<file path="src/rtl/acc_cpu_core.sv">
// Multi-cycle accumulator CPU core: a FETCH/DECODE/EXEC sequencer with PC, IR, ACC, an ALU and {c,z} flags,
// talking to memory over separate address/read/write ports with a ready handshake for wait states.
module acc_cpu_core #(
   parameter  int WORD_W = 12,
   parameter  int OP_W   = 4,
   localparam int ADDR_W = WORD_W - OP_W
) (
   input  logic              clock,
   input  logic              reset,
   input  logic [WORD_W-1:0] mem_rdata,
   input  logic              mem_ready,
   output logic [ADDR_W-1:0] mem_addr,
   output logic [WORD_W-1:0] mem_wdata,
   output logic              mem_rd,
   output logic              mem_wr,
   output logic [WORD_W-1:0] acc_out,
   output logic [ADDR_W-1:0] pc_out,
   output logic [1:0]        flags,
   output logic              halted
);

   localparam logic [2:0] S_FETCH   = 3'd0;
   localparam logic [2:0] S_DECODE  = 3'd1;
   localparam logic [2:0] S_EXEC_RD = 3'd2;
   localparam logic [2:0] S_EXEC_WR = 3'd3;
   localparam logic [2:0] S_HALT    = 3'd4;

   localparam logic [OP_W-1:0] OP_LOAD  = OP_W'(0);
   localparam logic [OP_W-1:0] OP_STORE = OP_W'(1);
   localparam logic [OP_W-1:0] OP_ADD   = OP_W'(2);
   localparam logic [OP_W-1:0] OP_SUB   = OP_W'(3);
   localparam logic [OP_W-1:0] OP_AND   = OP_W'(4);
   localparam logic [OP_W-1:0] OP_OR    = OP_W'(5);
   localparam logic [OP_W-1:0] OP_XOR   = OP_W'(6);
   localparam logic [OP_W-1:0] OP_LSL   = OP_W'(7);
   localparam logic [OP_W-1:0] OP_LSR   = OP_W'(8);
   localparam logic [OP_W-1:0] OP_JMP   = OP_W'(9);
   localparam logic [OP_W-1:0] OP_JZ    = OP_W'(10);
   localparam logic [OP_W-1:0] OP_JC    = OP_W'(11);
   localparam logic [OP_W-1:0] OP_LDI   = OP_W'(12);
   localparam logic [OP_W-1:0] OP_HALT  = OP_W'(15);

   logic [2:0]        state;
   logic [ADDR_W-1:0] pc;
   logic [WORD_W-1:0] ir;
   logic [WORD_W-1:0] acc;
   logic              c_flag;
   logic              z_flag;

   logic [OP_W-1:0]   opcode;
   logic [ADDR_W-1:0] field;
   logic [WORD_W-1:0] field_ext;
   logic [WORD_W-1:0] shl;
   logic [WORD_W-1:0] shr;
   logic [WORD_W:0]   add_sum;
   logic [WORD_W-1:0] alu_res;
   logic              alu_c;

   assign opcode    = ir[WORD_W-1 -: OP_W];
   assign field     = ir[ADDR_W-1:0];
   assign field_ext = {{OP_W{1'b0}}, field};
   assign shl       = {acc[WORD_W-2:0], 1'b0};
   assign shr       = {1'b0, acc[WORD_W-1:1]};

   // Memory-operand ALU; carry only moves for ADD/SUB, other ops pass the old carry through.
   always_comb begin
      add_sum = {1'b0, acc} + {1'b0, mem_rdata};
      alu_res = mem_rdata;
      alu_c   = c_flag;
      case (opcode)
         OP_ADD: begin
            alu_res = add_sum[WORD_W-1:0];
            alu_c   = add_sum[WORD_W];
         end
         OP_SUB: begin
            alu_res = acc - mem_rdata;
            alu_c   = (acc < mem_rdata);
         end
         OP_AND:  alu_res = acc & mem_rdata;
         OP_OR:   alu_res = acc | mem_rdata;
         OP_XOR:  alu_res = acc ^ mem_rdata;
         default: alu_res = mem_rdata;
      endcase
   end

   // Requests are decoded from state alone and forced idle while reset is held.
   always_comb begin
      mem_rd = 1'b0;
      mem_wr = 1'b0;
      halted = 1'b0;
      if (!reset) begin
         mem_rd = (state == S_FETCH) || (state == S_EXEC_RD);
         mem_wr = (state == S_EXEC_WR);
         halted = (state == S_HALT);
      end
   end

   assign mem_addr  = (state == S_FETCH) ? pc : field;
   assign mem_wdata = acc;
   assign acc_out   = acc;
   assign pc_out    = pc;
   assign flags     = {c_flag, z_flag};

   always_ff @(posedge clock) begin
      if (reset) begin
         state  <= S_FETCH;
         pc     <= '0;
         ir     <= '0;
         acc    <= '0;
         c_flag <= 1'b0;
         z_flag <= 1'b0;
      end else begin
         case (state)
            S_FETCH: begin
               if (mem_ready) begin
                  ir    <= mem_rdata;
                  pc    <= pc + ADDR_W'(1);
                  state <= S_DECODE;
               end
            end
            S_DECODE: begin
               state <= S_FETCH;
               case (opcode)
                  OP_LOAD, OP_ADD, OP_SUB, OP_AND, OP_OR, OP_XOR: state <= S_EXEC_RD;
                  OP_STORE: state <= S_EXEC_WR;
                  OP_LSL: begin
                     acc    <= shl;
                     c_flag <= acc[WORD_W-1];
                     z_flag <= (shl == '0);
                  end
                  OP_LSR: begin
                     acc    <= shr;
                     c_flag <= acc[0];
                     z_flag <= (shr == '0);
                  end
                  OP_JMP: pc <= field;
                  OP_JZ:  if (z_flag) pc <= field;
                  OP_JC:  if (c_flag) pc <= field;
                  OP_LDI: begin
                     acc    <= field_ext;
                     z_flag <= (field == '0);
                  end
                  OP_HALT: state <= S_HALT;
                  default: ;
               endcase
            end
            S_EXEC_RD: begin
               if (mem_ready) begin
                  acc    <= alu_res;
                  c_flag <= alu_c;
                  z_flag <= (alu_res == '0);
                  state  <= S_FETCH;
               end
            end
            S_EXEC_WR: begin
               if (mem_ready) state <= S_FETCH;
            end
            S_HALT: state <= S_HALT;
            default: state <= S_FETCH;
         endcase
      end
   end

endmodule

</file>
<file path="config.mk">
export PLATFORM = sky130hd
export DESIGN_NAME = acc_cpu_core
export DESIGN_NICKNAME = d
export VERILOG_FILES = /design/src/rtl/acc_cpu_core.sv
export SDC_FILE = /design/constraint.sdc
export NUM_CORES = 1
export LEC_CHECK = 0
export CAP_MARGIN = 20
export CELL_PAD_IN_SITES_DETAIL_PLACEMENT = 0
export CELL_PAD_IN_SITES_GLOBAL_PLACEMENT = 2
export CORE_ASPECT_RATIO = 1.4
export CORE_MARGIN = 5
export CORE_UTILIZATION = 32
export CTS_BUF_LIST = sky130_fd_sc_hd__clkbuf_16
export CTS_CLUSTER_SIZE = 20
export DETAILED_ROUTE_END_ITERATION = 10
export PLACE_DENSITY_LB_ADDON = 0.1
export SLEW_MARGIN = 30
export SYNTH_ARGS = -nofsm -noshare
export SYNTH_HDL_FRONTEND = slang
export SYNTH_SLANG_ARGS = --single-unit
</file>
<file path="constraint.sdc">
create_clock -name clock -period 3.8 [get_ports clock]
set_input_delay 0.57 -clock clock [delete_from_list [all_inputs] [get_ports clock]]
set_output_delay 0.57 -clock clock [all_outputs]
set_load 0.01 [all_outputs]
</file>
Yosys cells after proc, flatten, opt, wreduce, memory -nomap -nowiden
Index checks and enable logic that the tools add are counted.
{ "word_totals": {"ff_bits": 37, "latch_bits": 0, "ram_bits": 0, "romBits": 0, "inputBits": 15, "out_inout_bits": 45, "word_cells": 79, "memories": 0} }
{ "op_classes": {"n_addsub": 3, "multipliers": 0, "n_div": 0, "magnitude_cmp": 1, "n_eq_ne": 26, "shift": 0, "mux": 24, "bitwise_logic": 3, "reduce_logical": 16} }
{ "op_table": {"columns": ["operator", "count"], "rows": [
  ["case mux 12 bit (5 select lines)", 1],
  ["logical NOT 12 bit", 3],
  ["case mux 12 bit (3 select lines)", 1],
  ["two-way mux 8 bit", 4],
  ["equality test 4 bit, second input constant", 6],
  ["case mux 12 bit (2 select lines)", 1],
  ["case mux 8 bit (3 select lines)", 1],
  ["equality test 4 x 3 -> 1 bit, second input constant", 4],
  ["case mux 8 bit (2 select lines)", 1],
  ["adder 12 x 12 -> 13 bit", 1],
  ["bitwise AND 12 bit", 1],
  ["less-than comparator 12 bit", 1],
  ["two-way mux 12 bit", 1],
  ["OR 12 bit", 1],
  ["case mux 3 bit (4 select lines)", 1],
  ["subtractor 12 bit", 1],
  ["XOR 12 bit", 1],
  ["case mux 3 bit (3 select lines)", 1],
  ["adder 8 x 1 -> 8 bit, second input constant", 1],
  ["equality test 4 x 2 -> 1 bit, second input constant", 2],
  ["logical NOT 8 bit", 1],
  ["case mux 1 bit (2 select lines)", 4],
  ["equality test 3 x 2 -> 1 bit, second input constant", 2],
  ["two-way mux 3 bit", 2],
  ["other kinds (21)", 30]
]} }

Depth between registers and ports, before layout
{ "logic_depth": {"depth_word": 5, "mapped_depth": 12, "ltp_nobuf": 12} }

Worst setup path after synthesis
OpenSTA, ideal clock, no wires.
{ "synth_path": {"path_type": "in2reg", "startpoint": "input mem_rdata[2]", "endpoint": "register z_flag", "setup_ns": 0.059, "arrival_ns": 2.822, "t_required_ns": 3.741, "path_slack_ns": 0.919, "cell_stages": 11, "path_buffers": 1, "cell_sequence": "inv_1 -> ha_1 -> clkbuf_1 -> nand2b_1 -> a2111oi_0 -> or3_1 -> nand2_1 -> and3_1 -> o32a_1 -> nor4_2 -> a31o_1"} }
{ "synth_via": {"elab_chain_len": 5, "word_cells_on_any_way": 9, "cone_classes": "2 x add/sub; 3 x mux; 3 x bitwise; 1 x reduce/logical"} }
{ "synth_rtl": {"columns": ["item", "line", "rtl"], "rows": [
  ["start, declared", "10", "input logic [WORD_W-1:0] mem_rdata,"],
  ["subtractor 12 bit (tied with other cells)", "76", "alu_res = acc - mem_rdata;"],
  ["case mux 12 bit (5 select lines) (*)", "70", "case (opcode)"],
  ["logical NOT 12 bit (*)", "151", "z_flag <= (alu_res == '0);"],
  ["two-way mux 1 bit (*)", "148", "if (mem_ready) begin"],
  ["case mux 1 bit (2 select lines) (*)", "113", "case (state)"],
  ["end signal, assigned", "129", "z_flag <= (shl == '0);"],
  ["end signal, assigned", "134", "z_flag <= (shr == '0);"],
  ["end signal, assigned", "151", null],
  ["end, declared", "48", "logic z_flag;"]
]} }
Mark *: on every way between the ends. The rest lies on a longest branch, timed or not. The select of a mux whose other input is x is not followed.
A chain may end at the register's enable or synchronous reset.

Worst setup path in the final report
{ "layout_path": {"startpoint": "input mem_rdata[0]", "endpoint": "register acc[10] (netlist: acc_out[10])"} }
{ "layout_via": {"elab_chain_len": 4, "word_cells_on_any_way": 5, "cone_classes": "2 x add/sub; 3 x mux"} }
{ "layout_rtl": {"columns": ["item", "line", "rtl"], "rows": [
  ["subtractor 12 bit or adder 12 x 12 -> 13 bit (tied branches)", "76, 67", null],
  ["case mux 12 bit (5 select lines) (*)", "70", null],
  ["two-way mux 12 bit (*)", "148", null],
  ["case mux 12 bit (2 select lines) (*)", "113", null],
  ["end signal, assigned", "127", "acc <= shl;"],
  ["end signal, assigned", "132", "acc <= shr;"],
  ["end signal, assigned", "149", "acc <= alu_res;"],
  ["end, declared", "46", "logic [WORD_W-1:0] acc;"]
]} }
Marks and branches as above.

==> impl_metrics.ini <==
[route]
dr.pass1.iters = 5
ant_nets = 0
vias = 4847
wire_per_inst_um = 21.1
drtIter0Drc = 396
post-route-drc-count = 0
via_per_inst = 5.75
drt_wl_total_um = 17800

[logic_synthesis]
synth_fp_nets = 664
yosys_most_used_dff = dfxtp_1
synth_cell_types = 73
ys_ff_latch = 37
synth_edf_count = 0
yosysWarnings = 0
avgSynthCellArea_um2 = 7.22
syn_area_um2 = 4380
synth_cells = 607
async_flop_share = 0
ys_seq_area_frac = 0.169

[worst_setup_path]
cp_data_arrival_time_ps = 3790
crit_type = in2reg
r2r-start = acc_out[0]
crit_path_end_kind = flip-flop
cp-startpoint = mem_rdata[0]
cp-start-kind = primary input
worstRegToRegCells = 13
crit_path_max_fanout = 4
worst_ep_required_time_ps = 3950

[job]
maxCapViolations = 0

[timing]
timing.fmax_ghz = 0.274
finalSetupViolCount = 0
finalCritPeriodShare = 0.959
hold_ws_ps = 506
worst_pin_slew_ps = 681
clock_skew_ps = 4.33
drv_slew = 0
hold_viol = 0
fin_crit_ps = 3640
slew_headroom = 0.545
setup_ws_ps = 156
rsz0062_at_grt = false

[global_routing]
antenna_found_initial = 0
grtUsageTotal = 0.222
grt_pass1_vias = 4817
grt_pass1_wl_um = 28200
grt.overflow.total = 0
grt_max_degree = 36

[place]
place_hpwl_um = 13800
io_buffers = 59
post_dp_cell_area_um2 = 5240
place_congestion = 0.921
dp_slack_ps = -76.1

[outcome]
status = complete, no violations

[layout]
fin_util = 0.402
stdcell_area_um2 = 5380
nets = 716
area_delta_synth_final_pct = 22.8
drive_above_1_share = 0.111

[floorplanning]
design.core.area_um2 = 13400
dieArea_um2 = 16200
placementRows = 50
die_height_um = 148
initial_core_util = 0.327
fp.dieW_um = 109
design.portCount = 60

[worst_hold_path]
hold_class = reg2reg
hold_start = acc_out[1]
whs_path_depth = 2

[power]
power_density_nw_per_um2 = 278
power_mw = 1.49
leakagePower_nw = 2.05
ir_drop_uv = 152

[clock_network]
postCtsHoldBufs = 0
path_clk_slew_ps = 60
htreeDepth = 2
cts_sinks = 37
post_cts_resized = 0
cts.path.max_buffers = 2
postCtsSetupBuffers = 0
cts_tree = built
cts_buffers = 5
cts-root-buf = clkbuf_16
clk_latency_ps = 290
==> cell type report <==
| class | instances | area (µm²) |
|---|---|---|
| multi-input cells | 473 | 3210 |
| inverters | 40 | 150 |
| repair buffers | 102 | 913 |
| clock inverters | 3 | 11.3 |
| clock buffers | 5 | 125 |
| diodes | 1 | 2.50 |
| fillers | 1467 | 8010 |
| flip-flops and latches | 37 | 741 |
| well taps | 182 | 228 |
==> placed cells by master (no fill, tap or decap), drive strengths merged, types with 14 or more instances in the layout <==
cell type	instances
nor3	23
o211ai	14
nand2	60
clkdlybuf4s50	59
buf	43
nor2	47
dfxtp	37
o21ai	35
inv	43
a21oi	43
ha	40
a211oi	24
==> worst max-delay path: stages <==
cell,delay (ps)
clkdlybuf4s50_1,520
ha_1,210
inv_1,60
fa_1,430
nand2b_1,110
a2111oi_0,110
buf_4,180
or3_1,390
a41oi_1,360
xnor2_1,160
nor2_1,50
o32ai_1,460
a311oi_1,170
==> metal layers <==
| metal | global-route usage | wire, µm |
|---|---|---|
| met5 | 0 | 0 |
| met4 | 0.0733 | 478 |
| met3 | 0.0169 | 774 |
| met2 | 0.393 | 9030 |
| met1 | 0.280 | 7470 |
==> power breakdown <==
group / switching [mW] / leakage [nW] / internal, mW
clock network: 0.172 / 0.0776 / 0.236
logic: 0.361 / 1.67 / 0.264
registers: 0.0490 / 0.302 / 0.413
==> final timing paths <==
check | to | slack [ps]
worst min-delay path | acc_out[1] | 510
worst min register to register | acc_out[1] | 510
worst max register to register | z_flag | 290
worst max-delay path | acc_out[10] | 160
==> cell families after synthesis <==
group,Yosys count,synth area share
and+or+nand+nor,206,0.239
AOI/OAI and AO/OA,200,0.309
buffers and inverters,97,0.101
adders and majority gates,42,0.123
DFF,37,0.169
muxes,20,0.0483
xor gates and xnor gates,5,0.00999
==> cells in the mapped netlist, types with 3 or more instances <==
| master | instances | area (µm²) |
|---|---|---|
| buf_4 | 15 | 113 |
| or3_1 | 11 | 68.8 |
| clkbuf_1 | 33 | 124 |
| a2111oi_0 | 5 | 43.8 |
| o32ai_1 | 3 | 26.3 |
| nor4_1 | 3 | 18.8 |
| nor4b_1 | 4 | 35.0 |
| nand3_1 | 6 | 30.0 |
| o21bai_1 | 3 | 22.5 |
| nor3b_1 | 5 | 37.5 |
| inv_1 | 39 | 146 |
| a21oi_1 | 43 | 215 |
| xnor2_1 | 5 | 43.8 |
| a311oi_1 | 3 | 26.3 |
| nand2_1 | 60 | 225 |
| o31ai_1 | 8 | 60.1 |
| dfxtp_1 | 37 | 741 |
| a31oi_1 | 8 | 50.1 |
| or2_2 | 3 | 18.8 |
| a221oi_1 | 7 | 61.3 |
| nor2b_1 | 7 | 43.8 |
| mux2i_1 | 11 | 110 |
| buf_2 | 5 | 25.0 |
| o211ai_1 | 14 | 105 |
| o21ai_0 | 35 | 175 |
| nand2b_1 | 12 | 75.1 |
| or4_1 | 4 | 30.0 |
| a21o_1 | 5 | 37.5 |
| a211oi_1 | 24 | 180 |
| a22oi_1 | 8 | 60.1 |
| o22ai_1 | 8 | 50.1 |
| mux2_2 | 9 | 101 |
| o311ai_0 | 4 | 35.0 |
| ha_1 | 40 | 500 |
| and3_1 | 7 | 43.8 |
| nor2_1 | 47 | 176 |
| nor3_1 | 22 | 110 |
==> through the flow <==
step           TNS [ps]  cells
6_report              0    843
5_1_grt               0    842
4_1_cts               0    842
3_5_place_dp       -120    834
3_3_place_gp       -151    834
2_1_floorplan         0    607
==> registers in the layout, indices dropped and copies added (netlist names) <==
signal,flops
c_flag,1
ir,12
state,3
acc_out,12
pc_out,8
z_flag,1
No activity file was read; power rests on OpenSTA's default activity.
